===== src/rtl/dcache_queue_ctrl.sv =====
// Two-port data-cache request queue controller: arbitrates A/B into an external queue and drains it to the backend.
// Build option: define DCACHE_QUEUE_CTRL_RR_EN for round-robin arbitration; the default is fixed priority (A first).
module dcache_queue_ctrl #(
    parameter int DATABITS     = 32,
    parameter int ADDRBITS     = 32,
    parameter int QUEUECNTBITS = 3
) (
    input  logic                    clk,
    input  logic                    reset,
    input  logic                    a_rdreq,
    input  logic                    a_wrreq,
    input  logic [ADDRBITS-1:0]     a_addr,
    input  logic [DATABITS-1:0]     a_data,
    input  logic [1:0]              a_wordlen,
    output logic                    a_ack,
    input  logic                    b_rdreq,
    input  logic                    b_wrreq,
    input  logic [ADDRBITS-1:0]     b_addr,
    input  logic [DATABITS-1:0]     b_data,
    input  logic [1:0]              b_wordlen,
    output logic                    b_ack,
    output logic [DATABITS-1:0]     q_in_data,
    output logic [ADDRBITS-1:0]     q_in_addr,
    output logic                    q_in_rdreq,
    output logic                    q_in_wrreq,
    output logic [1:0]              q_in_wordlen,
    output logic                    q_push,
    input  logic [DATABITS-1:0]     q_out_data,
    input  logic [ADDRBITS-1:0]     q_out_addr,
    input  logic                    q_out_rdreq,
    input  logic                    q_out_wrreq,
    input  logic [1:0]              q_out_wordlen,
    output logic                    q_pop,
    input  logic                    q_not_empty,
    output logic                    be_req,
    output logic [DATABITS-1:0]     be_data,
    output logic [ADDRBITS-1:0]     be_addr,
    output logic                    be_rdreq,
    output logic                    be_wrreq,
    output logic [1:0]              be_wordlen,
    input  logic                    be_ack,
    input  logic [DATABITS-1:0]     be_rddata,
    output logic                    rsp_valid,
    output logic                    rsp_src,
    output logic [DATABITS-1:0]     rsp_data,
    output logic [QUEUECNTBITS-1:0] q_level
);
    localparam int DEPTH = 2 ** QUEUECNTBITS;
    localparam logic [QUEUECNTBITS-1:0] LVL_FULL = '1;
    localparam logic [QUEUECNTBITS-1:0] ONE      = QUEUECNTBITS'(1);

    typedef enum logic {S_IDLE, S_ISSUE} state_t;

    state_t                  state_q, state_d;
    logic [QUEUECNTBITS-1:0] level_q, level_d;
    logic [QUEUECNTBITS-1:0] wptr_q, wptr_d;
    logic [QUEUECNTBITS-1:0] rptr_q, rptr_d;
    logic [DEPTH-1:0]        ring_q, ring_d;
    logic                    rsp_valid_q, rsp_valid_d;
    logic                    rsp_src_q, rsp_src_d;
    logic [DATABITS-1:0]     rsp_data_q, rsp_data_d;
    logic                    a_pend, b_pend, full, win_b, push, pop;

`ifdef DCACHE_QUEUE_CTRL_RR_EN
    logic last_q, last_d;
`endif

    always_comb begin
        a_pend = a_rdreq | a_wrreq;
        b_pend = b_rdreq | b_wrreq;
        full   = (level_q == LVL_FULL);
`ifdef DCACHE_QUEUE_CTRL_RR_EN
        // last_q = 1 means B had the previous grant, so A wins the next conflict
        win_b  = b_pend & (~a_pend | ~last_q);
`else
        win_b  = b_pend & ~a_pend;
`endif
        // Gated by reset so every output reads zero while reset is held
        push   = ~reset & ~full & (a_pend | b_pend);
        a_ack  = push & ~win_b;
        b_ack  = push & win_b;
        q_push = push;

        q_in_data    = '0;
        q_in_addr    = '0;
        q_in_rdreq   = 1'b0;
        q_in_wrreq   = 1'b0;
        q_in_wordlen = '0;
        if (push) begin
            if (win_b) begin
                q_in_data    = b_data;
                q_in_addr    = b_addr;
                q_in_rdreq   = b_rdreq & ~b_wrreq;
                q_in_wrreq   = b_wrreq;
                q_in_wordlen = b_wordlen;
            end else begin
                q_in_data    = a_data;
                q_in_addr    = a_addr;
                q_in_rdreq   = a_rdreq & ~a_wrreq;
                q_in_wrreq   = a_wrreq;
                q_in_wordlen = a_wordlen;
            end
        end
    end

    always_comb begin
        be_req     = 1'b0;
        be_data    = '0;
        be_addr    = '0;
        be_rdreq   = 1'b0;
        be_wrreq   = 1'b0;
        be_wordlen = '0;
        if (state_q == S_ISSUE) begin
            be_req     = 1'b1;
            be_data    = q_out_data;
            be_addr    = q_out_addr;
            be_rdreq   = q_out_rdreq;
            be_wrreq   = q_out_wrreq;
            be_wordlen = q_out_wordlen;
        end
        pop   = (state_q == S_ISSUE) & be_ack;
        q_pop = pop;
    end

    always_comb begin
        state_d = state_q;
        case (state_q)
            S_IDLE:  if ((level_q != '0) && q_not_empty) state_d = S_ISSUE;
            S_ISSUE: if (be_ack) state_d = S_IDLE;
            default: state_d = S_IDLE;
        endcase

        level_d = level_q;
        case ({push, pop})
            2'b10:   level_d = level_q + ONE;
            2'b01:   level_d = level_q - ONE;
            default: level_d = level_q;
        endcase

        // Source ring tracks which requester owns each queue slot
        ring_d = ring_q;
        wptr_d = wptr_q;
        rptr_d = rptr_q;
        if (push) begin
            ring_d[wptr_q] = win_b;
            wptr_d         = wptr_q + ONE;
        end
        if (pop) rptr_d = rptr_q + ONE;

        rsp_valid_d = pop & q_out_rdreq;
        rsp_src_d   = rsp_src_q;
        rsp_data_d  = rsp_data_q;
        if (rsp_valid_d) begin
            rsp_src_d  = ring_q[rptr_q];
            rsp_data_d = be_rddata;
        end
`ifdef DCACHE_QUEUE_CTRL_RR_EN
        last_d = push ? win_b : last_q;
`endif
    end

    always_ff @(posedge clk or posedge reset) begin
        if (reset) begin
            state_q     <= S_IDLE;
            level_q     <= '0;
            wptr_q      <= '0;
            rptr_q      <= '0;
            ring_q      <= '0;
            rsp_valid_q <= 1'b0;
            rsp_src_q   <= 1'b0;
            rsp_data_q  <= '0;
`ifdef DCACHE_QUEUE_CTRL_RR_EN
            last_q      <= 1'b0;
`endif
        end else begin
            state_q     <= state_d;
            level_q     <= level_d;
            wptr_q      <= wptr_d;
            rptr_q      <= rptr_d;
            ring_q      <= ring_d;
            rsp_valid_q <= rsp_valid_d;
            rsp_src_q   <= rsp_src_d;
            rsp_data_q  <= rsp_data_d;
`ifdef DCACHE_QUEUE_CTRL_RR_EN
            last_q      <= last_d;
`endif
        end
    end

    assign rsp_valid = rsp_valid_q;
    assign rsp_src   = rsp_src_q;
    assign rsp_data  = rsp_data_q;
    assign q_level   = level_q;

endmodule


===== config.mk =====
export PLATFORM = sky130hd
export DESIGN_NAME = dcache_queue_ctrl
export DESIGN_NICKNAME = d
export VERILOG_FILES = /design/src/rtl/dcache_queue_ctrl.sv
export SDC_FILE = /design/constraint.sdc
export NUM_CORES = 1
export LEC_CHECK = 0
export ABC_CLOCK_PERIOD_IN_PS = 4600
export CORE_AREA = 3 3 162 164
export CTS_BUF_LIST = sky130_fd_sc_hd__clkbuf_4 sky130_fd_sc_hd__clkbuf_8 sky130_fd_sc_hd__clkbuf_16
export DETAILED_ROUTE_END_ITERATION = 10
export DIE_AREA = 0 0 165 167
export GPL_ROUTABILITY_DRIVEN = 0
export GPL_TIMING_DRIVEN = 0
export SETUP_SLACK_MARGIN = 0.02
export SYNTH_ARGS = -nofsm -noshare
export SYNTH_HDL_FRONTEND = slang
export SYNTH_SLANG_ARGS = --single-unit

===== constraint.sdc =====
create_clock -name clk -period 4.6 [get_ports clk]
set_input_delay 0.92 -clock clk [delete_from_list [all_inputs] [get_ports clk]]
set_output_delay 0.92 -clock clk [all_outputs]
set_load 0.05 [all_outputs]

== Word-level counts from Yosys, hierarchy flattened ==
Index checks and enable logic that the tools add are counted.

* Register bits: 52
* Input port bits: 240
* Output and inout port bits: 178
* Logic and storage cells: 66

* $add $sub $neg: 4
* Order comparisons: 3
* Equality and inequality tests: 3
* Multiplexer cells: 25
* Bitwise operators: 19
* Reductions and logical operators: 4

{| class="wikitable"
|+ Operator list
! cell !! count
|-
| 32-bit 2-to-1 mux || 6
|-
| 1-bit 2-to-1 mux || 11
|-
| 3-bit by 1-bit adder with 3-bit output (second input constant) || 3
|-
| 1-bit bitwise AND || 9
|-
| 8-bit bitwise mux || 1
|-
| 3-bit by 4-bit less-than comparator with 1-bit output (second input constant) || 2
|-
| 1-bit NOT || 7
|-
| 2-bit 2-to-1 mux || 3
|-
| 3-bit case mux with 2 select lines || 1
|-
| 1-bit binary-select mux with 3-bit select || 1
|-
| 1-bit demux with 3-bit select || 1
|-
| 3-bit == test (second input constant) || 1
|-
| 3-bit by 1-bit greater-or-equal comparator with 1-bit output (second input constant) || 1
|-
| 1-bit OR || 3
|-
| 3-bit nonzero test || 1
|-
| 3-bit by 1-bit subtractor with 3-bit output (second input constant) || 1
|-
| 2-bit by 1-bit == test with 1-bit output (second input constant) || 1
|-
| 2-bit == test (second input constant) || 1
|-
| 1-bit logical AND || 2
|-
| 1-bit case mux with 2 select lines || 1
|-
| 2-bit nonzero test || 1
|}

== Logic depth before layout (Yosys ltp) ==
* Depth in word-level cells: 6
* Mapped depth: 9

== Worst setup path after synthesis ==
No wires, ideal clock.

* Path type: input -> output
* Start point: input port reset
* End point: output port q_in_rdreq
* Arrival: 3,645 ps
* Data required time: 3,680 ps
* Slack: 35 ps
* Cell stages on the path: 4
* Cells stage by stage: inv_1 > nand2_1 > buf_2 > nor3_1

* Word-level cells in the longest chain between the ends: 4

{| class="wikitable"
|+ RTL lines
! what !! RTL line !! text
|-
| from (decl) || 9 || <nowiki>input logic reset,</nowiki>
|-
| 1-bit NOT || 79 || <nowiki>push = ~reset & ~full & (a_pend | b_pend);</nowiki>
|-
| 1-bit bitwise AND (2 in series) || 79 ||
|-
| 1-bit 2-to-1 mux || 89 || <nowiki>if (push) begin</nowiki>
|-
| to (decl) || 24 || <nowiki>output logic q_in_rdreq,</nowiki>
|}

Every way passes these cells.

== Worst setup path after layout ==
* Start point: input port reset
* End point: output port q_in_addr[19]

* Word-level cells in the longest chain between the ends: 4

{| class="wikitable"
|+ RTL lines
! what !! RTL line !! text
|-
| 1-bit NOT || 79 ||
|-
| 1-bit bitwise AND (2 in series) || 79 ||
|-
| 32-bit 2-to-1 mux || 89 ||
|-
| to (decl) || 23 || <nowiki>output logic [ADDRBITS-1:0] q_in_addr,</nowiki>
|}

Every way passes these cells.

==> run_results.csv <==
group,metric,value,unit
outcome,status,"completed",
cts,numCtsBuffers,5,
cts,path_clk_slew,70,ps
sta,post-route-period-util,96.1,%
layout,syn2layout_area_growth,127,%
hold_path,hold_depth,2,
power_and_ir_drop,leakage,3.50,nW
layout,layout_common_cells,"clkdlybuf4s50_1 (407), and2_1 (70), a21oi_1 (70)",
synthesis,synth-xor-area-share,1.62,%
power_and_ir_drop,switchingPower,0.00245,W
layout,drive_gt1_share,9.51,%
synthesis,syn_avg_cell_area,8.08,µm²
floorplan,die-area,27600,µm²
layout,nets,1137,
critical_path,cp_data_required_time,3680,ps
cts,cts.sinks,52,
synthesis,synth.distinct_cells,36,
synthesis,synth_compound_area_share,14.6,%
drt,via_count,5034,
critical_path,critPathCaptureType,"primary output",
synthesis,synth_adder_area_share,1.52,%
hold_path,hold_class,"register to register",
sta,slew_headroom,63.0,%
global_routing,grt_use_total,13.6,%
drt,viasPerCell,4.11,
global_routing,grt_pass1_vias,4814,
sta,setup_viol,0,
sta,worst_pin_slew,554,ps
synthesis,seq_area_frac_synth,34.4,%
drt,drc_errors,0,
layout,finalCoreUtilization,34.3,%
global_routing,antenna_found_initial,0,
synthesis,synth_simple_gate_area_share,29.1,%
power_and_ir_drop,pwr-share-comb,72.0,%
synthesis,ys_warn_count,0,
place,io_buffers,417,
synthesis,muxShareOfSynthArea,12.1,%
critical_path,worstPathMaxFanout,14,
sta,rsz0062_at_grt,"no",
floorplan,die_w,165,µm
drt,drtIter0Drc,352,
synthesis,synth_top_family_by_area,"simple AND/OR/NAND/NOR gates",
layout,diodes,0,
place,dp_hpwl,17400,µm
power_and_ir_drop,internal_power,0.00219,W
power_and_ir_drop,p_per_area,541,nW/µm²
global_routing,grt_max_degree,41,
floorplan,core_area,25000,µm²
cts,cts_tree,"built",
drt,totalWireLength,20500,µm
sta,fmax,226,MHz
cts,clock_latency,290,ps
synthesis,synth-edff-count,0,
critical_path,cp_data_arrival_time,3500,ps
power_and_ir_drop,pwr-share-clk,9.5,%
power_and_ir_drop,fin_total_pwr,0.00464,W
cts,root_buffer,"clkbuf_16",
critical_path,critPathLaunchType,"input port",
floorplan,ioPinCount,418,
floorplan,row_count,58,
sta,hold_violations,0,
layout,final_common_cell,"clkdlybuf4s50_1",
place,placed_area,8390,µm²
power_and_ir_drop,switching_share,52.8,%
critical_path,crit_type,"input port to primary output",
sta,skew,8.62,ps
synthesis,syn_inst,468,
global_routing,overflow,0,
synthesis,async_flop_share,100,%
global_routing,grt_pass1_wl,29400,µm
drt,first_pass_iters,5,
floorplan,fp.dieH,167,µm
sta,slew_violations,0,
cts,htreeDepth,2,
cts,postCtsSetupBuffers,0,
synthesis,netlist_area,3780,µm²
power_and_ir_drop,peakVddDrop,0.000221,V
critical_path,reg2reg_depth,8,
drt,wl_per_cell,16.8,µm
sta,period_minus_slack,4420,ps
synthesis,ys_seq_elements,52,
cts,cts_buffer_depth,2,
flow_run,cap_violations,0,
floorplan,start_util,15.1,%
synthesis,synthFlopType,"dfrtp_1",
synthesis,synth_nets,712,
layout,stdcell_area,8590,µm²
drt,drtAntennaViolNets,0,
power_and_ir_drop,seqPwrFrac,18.4,%
## metrics by stage
stage          setup slack (ps)  hold WS (ps)  cells  TNS, ps
5_1_grt                    21.3           518   1224        0
4_1_cts                    76.5           510   1224        0
6_report                    179           504   1224        0
3_3_place_gp              -1860           479   1215  -109100
2_1_floorplan              34.8           475    468        0
3_5_place_dp              -6.78           492   1216    -11.0
## cell families (layout without fill, tap and decap cells)
kind of cell / after synthesis / after routing
buf+inv: 54 / 480
compound gates: 92 / 92
mux: 40 / 40
fa+ha+maj: 4 / 4
simple gates: 219 / 219
xor+xnor: 7 / 7
flops: 52 / 52
## power by group through the flow
stage	Sequential, W	Clock (W)	Combinational, W
6_report	0.000855	0.000443	0.00335
5_1_grt	0.000890	0.000476	0.00351
4_1_cts	0.000857	0.000460	0.00338
3_5_place_dp	0.000863	0	0.00337
3_3_place_gp	0.000853	0	0.00337
2_1_floorplan	0.00142	0	0.00156
## cell usage after synthesis (2+ instances only)
cell type	count	area, µm²
buf_2	31	155
nor2_1	5	18.8
a21oi_1	70	350
dfrtp_1	52	1300
a31oi_1	10	62.6
nand3_1	68	340
mux2i_1	5	50.1
xnor2_1	4	35.0
clkbuf_1	9	33.8
xor2_1	3	26.3
nand2_1	69	259
mux2_2	33	372
and2_1	70	438
or2_1	2	12.5
nor3_1	2	10.0
a41oi_1	4	35.0
inv_1	10	37.5
ha_1	3	37.5
## what timing repair did
item,CTS,global route
gates resized for setup,3,8
hold buffers,0,0
pin swaps,0,0
endpoints found under the setup margin,3,8
## critical path: stages
cell and delay [ps]:
clkdlybuf4s50_1 540, inv_2 320, nand2_1 290, buf_2 270
buf_4 190, a21oi_1 130, clkdlybuf4s50_1 830
## metal layers
metal  up-vias  share of wire [%]  global-route usage (%)
met4         0               0.68                    1.46
met2       235                 51                    24.2
met3        10                7.8                    2.36
met5         -                  0                       0
li1       2445                  -                       -
met1      2344                 41                    17.6
## registers in the layout (all words and copies together), names as in the netlist
signal     flops
state_q        1
rptr_q         3
rsp_data      32
q_level        3
rsp_valid      1
ring_q         8
rsp_src        1
wptr_q         3
## layout make-up
cell class,count,area [µm²]
multi-input cells,362,2230
plain buffers,43,211
clock inverters,2,38.8
clock buffers,6,139
repair buffers,418,4210
inverters,11,41.3
fillers,2573,16400
well taps,330,413
flip-flops and latches,52,1300
## path summary, 6_finish.rpt
path | slack [ps] | endpoint | from
worst max-delay path | 180 | q_in_addr[19] | reset
min in group asynchronous | 1090 | wptr_q[1] | reset
max in group asynchronous | 2980 | rsp_data[0] | reset
worst min-delay path | 500 | rsp_src | rsp_src
worst max register to register | 2580 | q_level[2] | q_level[0]
worst min register to register | 500 | rsp_src | rsp_src
(Power assumes the default switching activity.)
